## config.mk

```make
export PLATFORM = sky130hd
export DESIGN_NAME = id_issue_reader_flat
export DESIGN_NICKNAME = d
export VERILOG_FILES = /design/src/rtl/id_issue_pkg.sv /design/src/rtl/id_issue_if.sv /design/src/rtl/issue_scoreboard.sv /design/src/rtl/id_issue_reader.sv /design/src/flat_wrapper.sv
export SDC_FILE = /design/constraint.sdc
export NUM_CORES = 1
export LEC_CHECK = 0
export CAP_MARGIN = 25
export CORE_MARGIN = 4
export CORE_UTILIZATION = 51
export DETAILED_ROUTE_END_ITERATION = 16
export GPL_ROUTABILITY_DRIVEN = 0
export GPL_TIMING_DRIVEN = 0
export MAX_ROUTING_LAYER = met4
export PLACE_DENSITY = 0.87
export SLEW_MARGIN = 20
export SYNTH_ARGS = -nofsm -noshare
export SYNTH_HDL_FRONTEND = slang
export SYNTH_SLANG_ARGS = --single-unit
```

## constraint.sdc

```tcl
create_clock -name CLK -period 10.25 [get_ports CLK]
set_input_delay 1.5375 -clock CLK [delete_from_list [all_inputs] [get_ports CLK]]
set_output_delay 1.5375 -clock CLK [all_outputs]
set_load 0.01 [all_outputs]
```

## src/rtl/id_issue_pkg.sv

```systemverilog
// Shared types for the decode-queue issue reader: entry layout, register file sizing, FSM states.
package id_issue_pkg;

    localparam int unsigned FIFO_ENTRY_SIZE = 96;
    localparam int unsigned NUM_REGS        = 32;
    localparam int unsigned REG_ADDR_W      = 5;
    localparam int unsigned STAT_W          = 32;

    localparam int unsigned INSTR_LSB = 0;
    localparam int unsigned PC_LSB    = 32;
    localparam int unsigned DST_LSB   = 64;
    localparam int unsigned SRC1_LSB  = 69;
    localparam int unsigned SRC2_LSB  = 74;
    localparam int unsigned FLAGS_LSB = 79;
    localparam int unsigned CTRL_LSB  = 82;
    localparam int unsigned CTRL_W    = FIFO_ENTRY_SIZE - CTRL_LSB;

    // Declared MSB first so the packed layout matches the queue entry bit positions.
    typedef struct packed {
        logic [CTRL_W-1:0]              ctrl;
        logic                           use_s2;
        logic                           use_s1;
        logic                           wr_en;
        logic [FLAGS_LSB-SRC2_LSB-1:0]  src2;
        logic [SRC2_LSB-SRC1_LSB-1:0]   src1;
        logic [SRC1_LSB-DST_LSB-1:0]    dst;
        logic [DST_LSB-PC_LSB-1:0]      pc;
        logic [PC_LSB-INSTR_LSB-1:0]    instr;
    } entry_t;

    typedef enum logic {
        StIdle,
        StHeld
    } state_e;

endpackage

```

## src/rtl/id_issue_if.sv

```systemverilog
// Queue, execute and writeback signals of the issue reader; stat ports exist only with
// ID_ISSUE_STATS_EN defined.
interface id_issue_if;
    import id_issue_pkg::*;

    logic                       FREEZE;
    logic                       mispredict;
    logic                       flush_fCOM;
    logic                       empty_FIFO;
    logic [FIFO_ENTRY_SIZE-1:0] data_out;
    logic                       do_read;
    logic                       ex_valid;
    logic                       ex_ready;
    logic [FIFO_ENTRY_SIZE-1:0] ex_data;
    logic                       wb_valid;
    logic [REG_ADDR_W-1:0]      wb_reg;
`ifdef ID_ISSUE_STATS_EN
    logic [STAT_W-1:0]          stat_issued;
    logic [STAT_W-1:0]          stat_stalls;
`endif

    modport master (
        input  FREEZE, mispredict, flush_fCOM, empty_FIFO, data_out, ex_ready, wb_valid, wb_reg,
`ifdef ID_ISSUE_STATS_EN
        output stat_issued, stat_stalls,
`endif
        output do_read, ex_valid, ex_data
    );

    modport slave (
        output FREEZE, mispredict, flush_fCOM, empty_FIFO, data_out, ex_ready, wb_valid, wb_reg,
`ifdef ID_ISSUE_STATS_EN
        input  stat_issued, stat_stalls,
`endif
        input  do_read, ex_valid, ex_data
    );

endinterface

```

## src/rtl/issue_scoreboard.sv

```systemverilog
// Register busy scoreboard: one set and one clear per edge (set wins), three lookups that see
// this cycle's writeback clear already applied. r0 is never busy.
module issue_scoreboard
    import id_issue_pkg::*;
(
    input  logic                        clk,
    input  logic                        rst,
    input  logic                        set_en,
    input  logic [REG_ADDR_W-1:0]       set_idx,
    input  logic                        clr_en,
    input  logic [REG_ADDR_W-1:0]       clr_idx,
    input  logic [2:0][REG_ADDR_W-1:0]  look_idx,
    output logic [2:0]                  look_busy
);

    logic [NUM_REGS-1:0] busy_q, busy_d, clr_mask, busy_byp;

    always_comb begin
        clr_mask = '0;
        if (clr_en) begin
            clr_mask[clr_idx] = 1'b1;
        end
    end

    assign busy_byp = busy_q & ~clr_mask;

    always_comb begin
        busy_d = busy_byp;
        if (set_en) begin
            busy_d[set_idx] = 1'b1;
        end
        busy_d[0] = 1'b0;
    end

    always_comb begin
        for (int i = 0; i < 3; i++) begin
            look_busy[i] = (look_idx[i] != '0) && busy_byp[look_idx[i]];
        end
    end

    always_ff @(posedge clk or posedge rst) begin
        if (rst) begin
            busy_q <= '0;
        end else begin
            busy_q <= busy_d;
        end
    end

endmodule

```

## src/rtl/id_issue_reader.sv

```systemverilog
// Read side of the decode queue: issue register, RAW/WAW hazard check, valid/ready dispatch.
// Optional issue/stall counters with ID_ISSUE_STATS_EN defined.
module id_issue_reader
    import id_issue_pkg::*;
(
    input logic        CLK,
    input logic        RESET,
    id_issue_if.master bus
);

    state_e                     state_q, state_d;
    entry_t                     held_q;
    logic                       hold_valid;
    logic                       flush;
    logic                       hazard;
    logic                       fire;
    logic                       pop;
    logic                       sb_set;
    logic [2:0][REG_ADDR_W-1:0] look_idx;
    logic [2:0]                 look_busy;

    assign hold_valid = (state_q == StHeld);
    assign flush      = bus.mispredict | bus.flush_fCOM;

    assign look_idx = {held_q.dst, held_q.src2, held_q.src1};
    assign hazard   = (held_q.use_s1 & look_busy[0]) |
                      (held_q.use_s2 & look_busy[1]) |
                      (held_q.wr_en  & look_busy[2]);

    assign bus.ex_valid = hold_valid & ~hazard & ~bus.FREEZE & ~flush;
    assign bus.ex_data  = held_q;
    assign fire         = bus.ex_valid & bus.ex_ready;
    assign sb_set       = fire & held_q.wr_en & (held_q.dst != '0);

    issue_scoreboard u_scoreboard (
        .clk       (CLK),
        .rst       (RESET),
        .set_en    (sb_set),
        .set_idx   (held_q.dst),
        .clr_en    (bus.wb_valid),
        .clr_idx   (bus.wb_reg),
        .look_idx  (look_idx),
        .look_busy (look_busy)
    );

    always_comb begin
        state_d = state_q;
        pop     = 1'b0;
        if (!RESET && !bus.FREEZE && !flush) begin
            unique case (state_q)
                StIdle: pop = ~bus.empty_FIFO;
                StHeld: pop = fire & ~bus.empty_FIFO;
            endcase
        end
        // Flush discards the held entry even while frozen.
        if (flush) begin
            state_d = StIdle;
        end else if (!bus.FREEZE) begin
            unique case (state_q)
                StIdle: if (pop) state_d = StHeld;
                StHeld: if (fire && !pop) state_d = StIdle;
            endcase
        end
    end

    assign bus.do_read = pop;

    always_ff @(posedge CLK or posedge RESET) begin
        if (RESET) begin
            state_q <= StIdle;
            held_q  <= '0;
        end else begin
            state_q <= state_d;
            if (pop) begin
                held_q <= bus.data_out;
            end
        end
    end

`ifdef ID_ISSUE_STATS_EN
    logic [STAT_W-1:0] issued_q, stalls_q;

    always_ff @(posedge CLK or posedge RESET) begin
        if (RESET) begin
            issued_q <= '0;
            stalls_q <= '0;
        end else begin
            issued_q <= issued_q + STAT_W'(fire);
            stalls_q <= stalls_q + STAT_W'(hold_valid & ~fire & ~bus.FREEZE);
        end
    end

    assign bus.stat_issued = issued_q;
    assign bus.stat_stalls = stalls_q;
`endif

endmodule

```

## src/flat_wrapper.sv

```systemverilog
// flat-port wrapper written by rule: the top's interface ports become plain ports
module id_issue_reader_flat import id_issue_pkg::*;
  (CLK, RESET, bus_FREEZE, bus_mispredict, bus_flush_fCOM, bus_empty_FIFO, bus_data_out, bus_ex_ready, bus_wb_valid, bus_wb_reg, bus_do_read, bus_ex_valid, bus_ex_data);
  id_issue_if bus_i ();
  input logic CLK;
  input logic RESET;
  input wire logic [$bits(bus_i.FREEZE)-1:0] bus_FREEZE;
  input wire logic [$bits(bus_i.mispredict)-1:0] bus_mispredict;
  input wire logic [$bits(bus_i.flush_fCOM)-1:0] bus_flush_fCOM;
  input wire logic [$bits(bus_i.empty_FIFO)-1:0] bus_empty_FIFO;
  input wire logic [$bits(bus_i.data_out)-1:0] bus_data_out;
  input wire logic [$bits(bus_i.ex_ready)-1:0] bus_ex_ready;
  input wire logic [$bits(bus_i.wb_valid)-1:0] bus_wb_valid;
  input wire logic [$bits(bus_i.wb_reg)-1:0] bus_wb_reg;
  output wire logic [$bits(bus_i.do_read)-1:0] bus_do_read;
  output wire logic [$bits(bus_i.ex_valid)-1:0] bus_ex_valid;
  output wire logic [$bits(bus_i.ex_data)-1:0] bus_ex_data;
  assign bus_i.FREEZE = bus_FREEZE;
  assign bus_i.mispredict = bus_mispredict;
  assign bus_i.flush_fCOM = bus_flush_fCOM;
  assign bus_i.empty_FIFO = bus_empty_FIFO;
  assign bus_i.data_out = bus_data_out;
  assign bus_i.ex_ready = bus_ex_ready;
  assign bus_i.wb_valid = bus_wb_valid;
  assign bus_i.wb_reg = bus_wb_reg;
  assign bus_do_read = bus_i.do_read;
  assign bus_ex_valid = bus_i.ex_valid;
  assign bus_ex_data = bus_i.ex_data;
  id_issue_reader u_core (.CLK(CLK), .RESET(RESET), .bus(bus_i));
endmodule
```

=== Yosys cells after proc, flatten, opt, wreduce, memory -nomap -nowiden ===
Cells that the tools add are included.

* Register bits after elaboration: 128
* Bits in read-only memories: 0
* Latch bits: 0
* Memories: 0
* Input bits: 109
* RAM bits: 0

* Bitwise logic cells: 21
* Div/mod/pow operators: 0
* Shift-type cells: 0
* Add/subtract/negate cells: 0
* Equality and inequality tests: 1
* Reduce and logical (&&, ||, !) cells: 15
* $lt $le $gt $ge: 6
* $mul: 0
* Multiplexer cells: 19

{| class="wikitable"
|+ Operator list
! kind !! count
|-
| 32-bit two-way mux || 2
|-
| 32-bit AND || 1
|-
| 32-bit NOT || 1
|-
| 32-bit bitwise OR || 1
|-
| 5-bit by 6-bit < comparator with 1-bit output, second input constant || 4
|-
| 1-bit binary-select mux with 5-bit select || 3
|-
| 5-bit nonzero test || 3
|-
| 1-bit AND || 10
|-
| 1-bit demux with 5-bit select || 2
|-
| 5-bit by 1-bit greater-or-equal comparator with 1-bit output, second input constant || 2
|-
| 1-bit two-way mux || 10
|-
| 1-bit logical AND || 8
|-
| 1-bit NOT || 5
|-
| 1-bit logical NOT || 4
|-
| 1-bit case mux with 2 select lines || 2
|-
| 1-bit bitwise OR || 3
|-
| 2-bit by 1-bit inequality test with 1-bit output, second input constant || 1
|}

=== Depth between registers and ports, before layout ===
* Word-level depth: 27
* Mapped depth: 12
* Gate-level depth less buffers: 8

=== Cells and area by module ===
Synthesis repeated with hierarchy kept, for this count alone.

* Cell total of the unflattened synthesis: 514
* Area total of the unflattened synthesis: 6241.0 µm²

{| class="wikitable"
|+ Modules (own cells, without submodules)
! module !! area an instance (µm²) !! cells an instance !! times used !! seq. area each (µm²)
|-
| id_issue_reader || 3664.8 || 217 || 1 || 2427.3
|-
| issue_scoreboard || 2576.2 || 297 || 1 || 775.7
|}

=== Worst setup path before layout ===
No wires, ideal clock.

* Path type: input to output
* From: in bus_wb_reg[3]
* To: out bus_do_read
* Cell stages on the path: 10
* Slack: 4.970 ns
* Data arrival time: 3.742 ns
* Cells stage by stage: buf_2 > or4b_4 > o21ai_1 > mux2i_1 > a2111oi_2 > a211o_2 > nor3b_2 > o2bb2ai_4 > buf_8 > buf_12

* Cells in the longest elaborated chain, start to end: 21
* Elaborated cells between the ends (all ways): 30
* Those cells by class: order compare (2); mux (11); bitwise (13); reduce/logical (4)

{| class="wikitable"
|+ Ends and longest elaborated chain
! element !! line !! RTL
|-
| start, declared || flat_wrapper.sv:14 || <nowiki>input wire logic [$bits(bus_i.wb_reg)-1:0] bus_wb_reg;</nowiki>
|-
| 5-bit by 6-bit < comparator with 1-bit output (not written as such) / 5-bit by 1-bit greater-or-equal comparator with 1-bit output (equally long branches) || issue_scoreboard.sv:21 || <nowiki>clr_mask[clr_idx] = 1'b1;</nowiki>
|-
| 1-bit logical AND (not written as such) || issue_scoreboard.sv:21 ||
|-
| 1-bit two-way mux (not written as such) || issue_scoreboard.sv:21 ||
|-
| 1-bit demux with 5-bit select * || issue_scoreboard.sv:21 ||
|-
| 32-bit two-way mux * || issue_scoreboard.sv:20 || <nowiki>if (clr_en) begin</nowiki>
|-
| 32-bit NOT * || issue_scoreboard.sv:25 || <nowiki>assign busy_byp = busy_q & ~clr_mask;</nowiki>
|-
| 32-bit AND * || issue_scoreboard.sv:25 ||
|-
| 1-bit binary-select mux with 5-bit select || issue_scoreboard.sv:37 || <nowiki>look_busy[i] = (look_idx[i] != '0) && busy_byp[look_idx[i]];</nowiki>
|-
| [... 3 more ...] || - ||
|-
| 1-bit bitwise OR || id_issue_reader.sv:26 || <nowiki>assign hazard = (held_q.use_s1 & look_busy[0]) |</nowiki>
|-
| 1-bit bitwise OR * || id_issue_reader.sv:27 || <nowiki>(held_q.use_s2 & look_busy[1]) |</nowiki>
|-
| 1-bit NOT * || id_issue_reader.sv:30 || <nowiki>assign bus.ex_valid = hold_valid & ~hazard & ~bus.FREEZE & ~flush;</nowiki>
|-
| 1-bit AND * (3 in series) || id_issue_reader.sv:30 ||
|-
| 1-bit AND * || id_issue_reader.sv:32 || <nowiki>assign fire = bus.ex_valid & bus.ex_ready;</nowiki>
|-
| 1-bit AND * || id_issue_reader.sv:52 || <nowiki>StHeld: pop = fire & ~bus.empty_FIFO;</nowiki>
|-
| 1-bit case mux with 2 select lines * || id_issue_reader.sv:50 || <nowiki>unique case (state_q)</nowiki>
|-
| 1-bit two-way mux * || id_issue_reader.sv:49 || <nowiki>if (!RESET && !bus.FREEZE && !flush) begin</nowiki>
|-
| end, declared || flat_wrapper.sv:15 || <nowiki>output wire logic [$bits(bus_i.do_read)-1:0] bus_do_read;</nowiki>
|}

Every way passes the cells marked *; elsewhere a longest branch is shown, timed or not. The select of a mux whose other input is x is not followed.

=== Final worst setup path ===
* From: in bus_wb_reg[2]
* To: out bus_ex_valid

* Cells in the longest elaborated chain, start to end: 17
* Elaborated cells between the ends (all ways): 26
* Those cells by class: order compare (2); mux (9); bitwise (11); reduce/logical (4)

{| class="wikitable"
|+ Ends and longest elaborated chain
! element !! line !! RTL
|-
| 5-bit by 6-bit < comparator with 1-bit output (not written as such) / 5-bit by 1-bit greater-or-equal comparator with 1-bit output (equally long branches) || issue_scoreboard.sv:21 ||
|-
| 1-bit logical AND (not written as such) || issue_scoreboard.sv:21 ||
|-
| 1-bit two-way mux (not written as such) || issue_scoreboard.sv:21 ||
|-
| 1-bit demux with 5-bit select * || issue_scoreboard.sv:21 ||
|-
| 32-bit two-way mux * || issue_scoreboard.sv:20 ||
|-
| 32-bit NOT * || issue_scoreboard.sv:25 ||
|-
| 32-bit AND * || issue_scoreboard.sv:25 ||
|-
| 1-bit binary-select mux with 5-bit select || issue_scoreboard.sv:37 ||
|-
| 1-bit two-way mux (not written as such) || issue_scoreboard.sv:37 ||
|-
| 1-bit logical AND || issue_scoreboard.sv:37 ||
|-
| 1-bit AND, on equally long branches || id_issue_reader.sv:26, id_issue_reader.sv:27 ||
|-
| 1-bit bitwise OR || id_issue_reader.sv:26 ||
|-
| 1-bit bitwise OR * || id_issue_reader.sv:27 ||
|-
| 1-bit NOT * || id_issue_reader.sv:30 ||
|-
| 1-bit AND * (3 in series) || id_issue_reader.sv:30 ||
|-
| end, declared || flat_wrapper.sv:16 || <nowiki>output wire logic [$bits(bus_i.ex_valid)-1:0] bus_ex_valid;</nowiki>
|}

Marked as above.

==> results.ini <==
[setup_path]
crit_buf_inv = 4
startpoint = bus_wb_reg[2]
crit_slowest_cell = clkdlybuf4s50_1
reg2reg_slack_ps = 6810
cp.depth = 11
criticalPathCategory = primary input to primary output
cp_max_fo = 10
cpMostUsedCell = clkdlybuf4s50_1
crit_required_ps = 8710
critPathMaxStageDelay_ps = 550
crit_path_end_kind = primary output
critPathTopFamily = buffers and inverters
worstPathArrival_ps = 5440
crit_path_end = bus_ex_valid
reg2reg_to = u_core.bus.ex_data[14]
start_kind = primary input
r2r_cells = 11
r2r-start = u_core.bus.ex_data[67]
crit_chain = clkdlybuf4s50_1 > nand4bb_1 > o21ai_0 > mux2_2 > a2111oi_0 > o32a_1 > nor4_2 > nand2_1 > buf_2 > inv_1 > clkdlybuf4s50_1

[timing]
tns_ps = 0
fmax_mhz = 143.3
rsz0062_at_grt = no
slew_violations = 0
clock_skew_ps = 9.745
finalSetupViolCount = 0
post-route-period-util = 0.6810
finalCriticalPeriod_ps = 6980
final_hold_viol_count = 0
tightestPinTransition_ps = 692.0
relSlewSlack = 0.5344

[clock_network]
cts_root_buffer = clkbuf_16
clkLatencyLatePin_ps = 420
holdBufCountCts = 0
cts_buffers = 17
ctsResizeCount = 0
numClockSinks = 128
cts_tree = yes
cts_buffer_depth = 2
cts_post_setup_buffers_inserted = 0
path_clk_slew_ps = 50
h-tree-depth = 4

[yosys]
synth_top_cell_area_share = 0.4936
synth_ff_type = dfrtp_1
synth_edf_count = 0
yosysSeqAreaShare = 0.4936
yosysUniqueCellTypes = 66
synth_area_leader_cell = dfrtp_1
syn_area_per_cell_um2 = 12.48
synthesis.area_mm2 = 0.006489
syn_nets = 629
syn_inst = 520
synth-async-reset-ratio = 1.000
ys_ff_latch = 128
synthTopCellsByArea = dfrtp_1 (49%), mux2_2 (12%), mux2_4 (6.7%)
ys_warn_count = 0

[place]
io_buffer_count = 202
place_area_mm2 = 0.008753
place_hpwl_um = 15230

[floorplan]
die_w_um = 120.8
num_io_pins = 207
start_util = 0.5314
coreArea_mm2 = 0.01221
die_area_mm2 = 0.01459
die_y_um = 120.8
fp-row-count = 40

[global_route]
antenna_found_initial = 0
grt_max_degree = 85
grt_use_total = 0.2972
grt_pass1_vias = 5908
grt_pass1_wl_um = 32140
grt_overflow = 0

[finish]
final_cell_mix = clkdlybuf4s50_1 (202), dfrtp_1 (128), mux2_2 (72), o21ai_0 (36), mux2_4 (29)
final_common_cell = clkdlybuf4s50_1
area_delta_synth_final_pct = 43.10
antenna_cells = 0
layout.nets = 851
drive_gt1_frac = 0.2218
finalInstanceArea_mm2 = 0.009285

[hold_path]
hp-class = flop to flop
holdPathStages = 1

[drt]
dr.pass1.iters = 5
drt-vias-per-instance = 6.151
post_drt_wl_per_cell_um = 22.56
drcViolationCount = 0
wl_met1_um = 7516
initialDrtViolationCount = 679
dr_wl_met2_um = 10470
ant_nets = 0
wl_met3_um = 1879
routed.top_layer = met4
vias = 5665
wirelength_um = 20780

[power]
max-vdd-ir-drop_v = 0.0001628
power_density_mw_per_mm2 = 194.5
p_leak_nw = 3.765

[outcome]
outcome = finished clean

[flow_run]
maxCapViolCount = 0

[worst min path at each step]
stage / from / end / slack (ps)
floorplan: u_core.u_scoreboard.busy_q[3] / u_core.u_scoreboard.busy_q[3] / 470
global route: u_core.bus.ex_data[35] / u_core.bus.ex_data[35] / 520
finish: u_core.bus.ex_data[54] / u_core.bus.ex_data[54] / 500
CTS: u_core.bus.ex_data[54] / u_core.bus.ex_data[54] / 510
global placement: u_core.bus.ex_data[56] / u_core.bus.ex_data[56] / 490
detailed placement: u_core.bus.ex_data[39] / u_core.bus.ex_data[39] / 500
[cell usage after synthesis (all sizes together), types with 3 or more instances]
library cell    n
mux4            7
o31a            3
nor2b           6
nand2          14
mux2i          10
or3             5
nand3b          3
xor2            6
nand4           5
o2111ai         6
nand3          11
nor2           15
clkbuf         13
o211ai          5
mux2          101
and3            3
a32oi           3
nor3            9
or2             5
a211oi          3
nand4b          4
o32ai           4
dfrtp         128
a22oi           3
inv            11
o21ai          42
buf            25
a31oi           3
nand4bb         3
nand2b          5
nor3b           7
o31ai          23
nor4            5
[flip-flops by register name, summed over array words and instances (netlist names)]
signal and cells:
u_core.bus.ex_data 96, u_core.u_scoreboard.busy_q 31, u_core.hold_valid 1
[through the flow]
step	util	setup WS, ps	total power, mW	hold WS, ps	cells
2_1_floorplan	-	4970	0.9339	472.3	520
3_3_place_gp	0.7141	3510	1.226	488.0	890
3_5_place_dp	0.7168	3430	1.249	495.5	891
4_1_cts	0.7603	3413	1.809	506.8	921
5_1_grt	0.7603	3169	1.881	522.4	921
6_report	0.7603	3270	1.806	502.5	921
[routing by layer]
metal,global-route usage,up-vias
li1,-,2424
met1,0.3479,2738
met2,0.4848,416
met3,0.08138,87
met4,0.1268,0
met5,-,-
[kinds of logic after synthesis]
group	Yosys count	synth area share
xor gates and xnor gates	6	0.008099
muxes	118	0.2318
and+or+nand+nor	105	0.09641
AOI/OAI and AO/OA	114	0.1263
buffers and inverters	49	0.04377
DFF	128	0.4936
[worst reg2reg max path: stages (launching register included)]
cell and delay, ps:
dfrtp_1 420, buf_1 430, mux4_2 320, nor2_1 50, a211oi_1 210, o2111ai_1 170, nor4_1 650, nor3_1 200
o2bb2ai_4 230, buf_8 180, buf_12 160, mux2_4 310
[layout make-up]
| type | count | area (um2) |
|---|---|---|
| repair buffers | 203 | 2049 |
| fillers | 780 | 2927 |
| multi-input cells | 343 | 3002 |
| inverters | 11 | 46.29 |
| well taps | 168 | 210.2 |
| plain buffers | 38 | 242.7 |
| clock inverters | 6 | 60.06 |
| flip-flops and latches | 128 | 3203 |
| clock buffers | 24 | 471.7 |
[power by group]
part           switching [mW]  total, mW  leakage (nW)  internal [mW]
clock network           0.215      0.556         0.256          0.342
logic                   0.256      0.581          1.88          0.326
registers              0.0699      0.669          1.63          0.599
total                   0.540       1.81          3.77           1.27
Power figures use the tool's default switching activity.
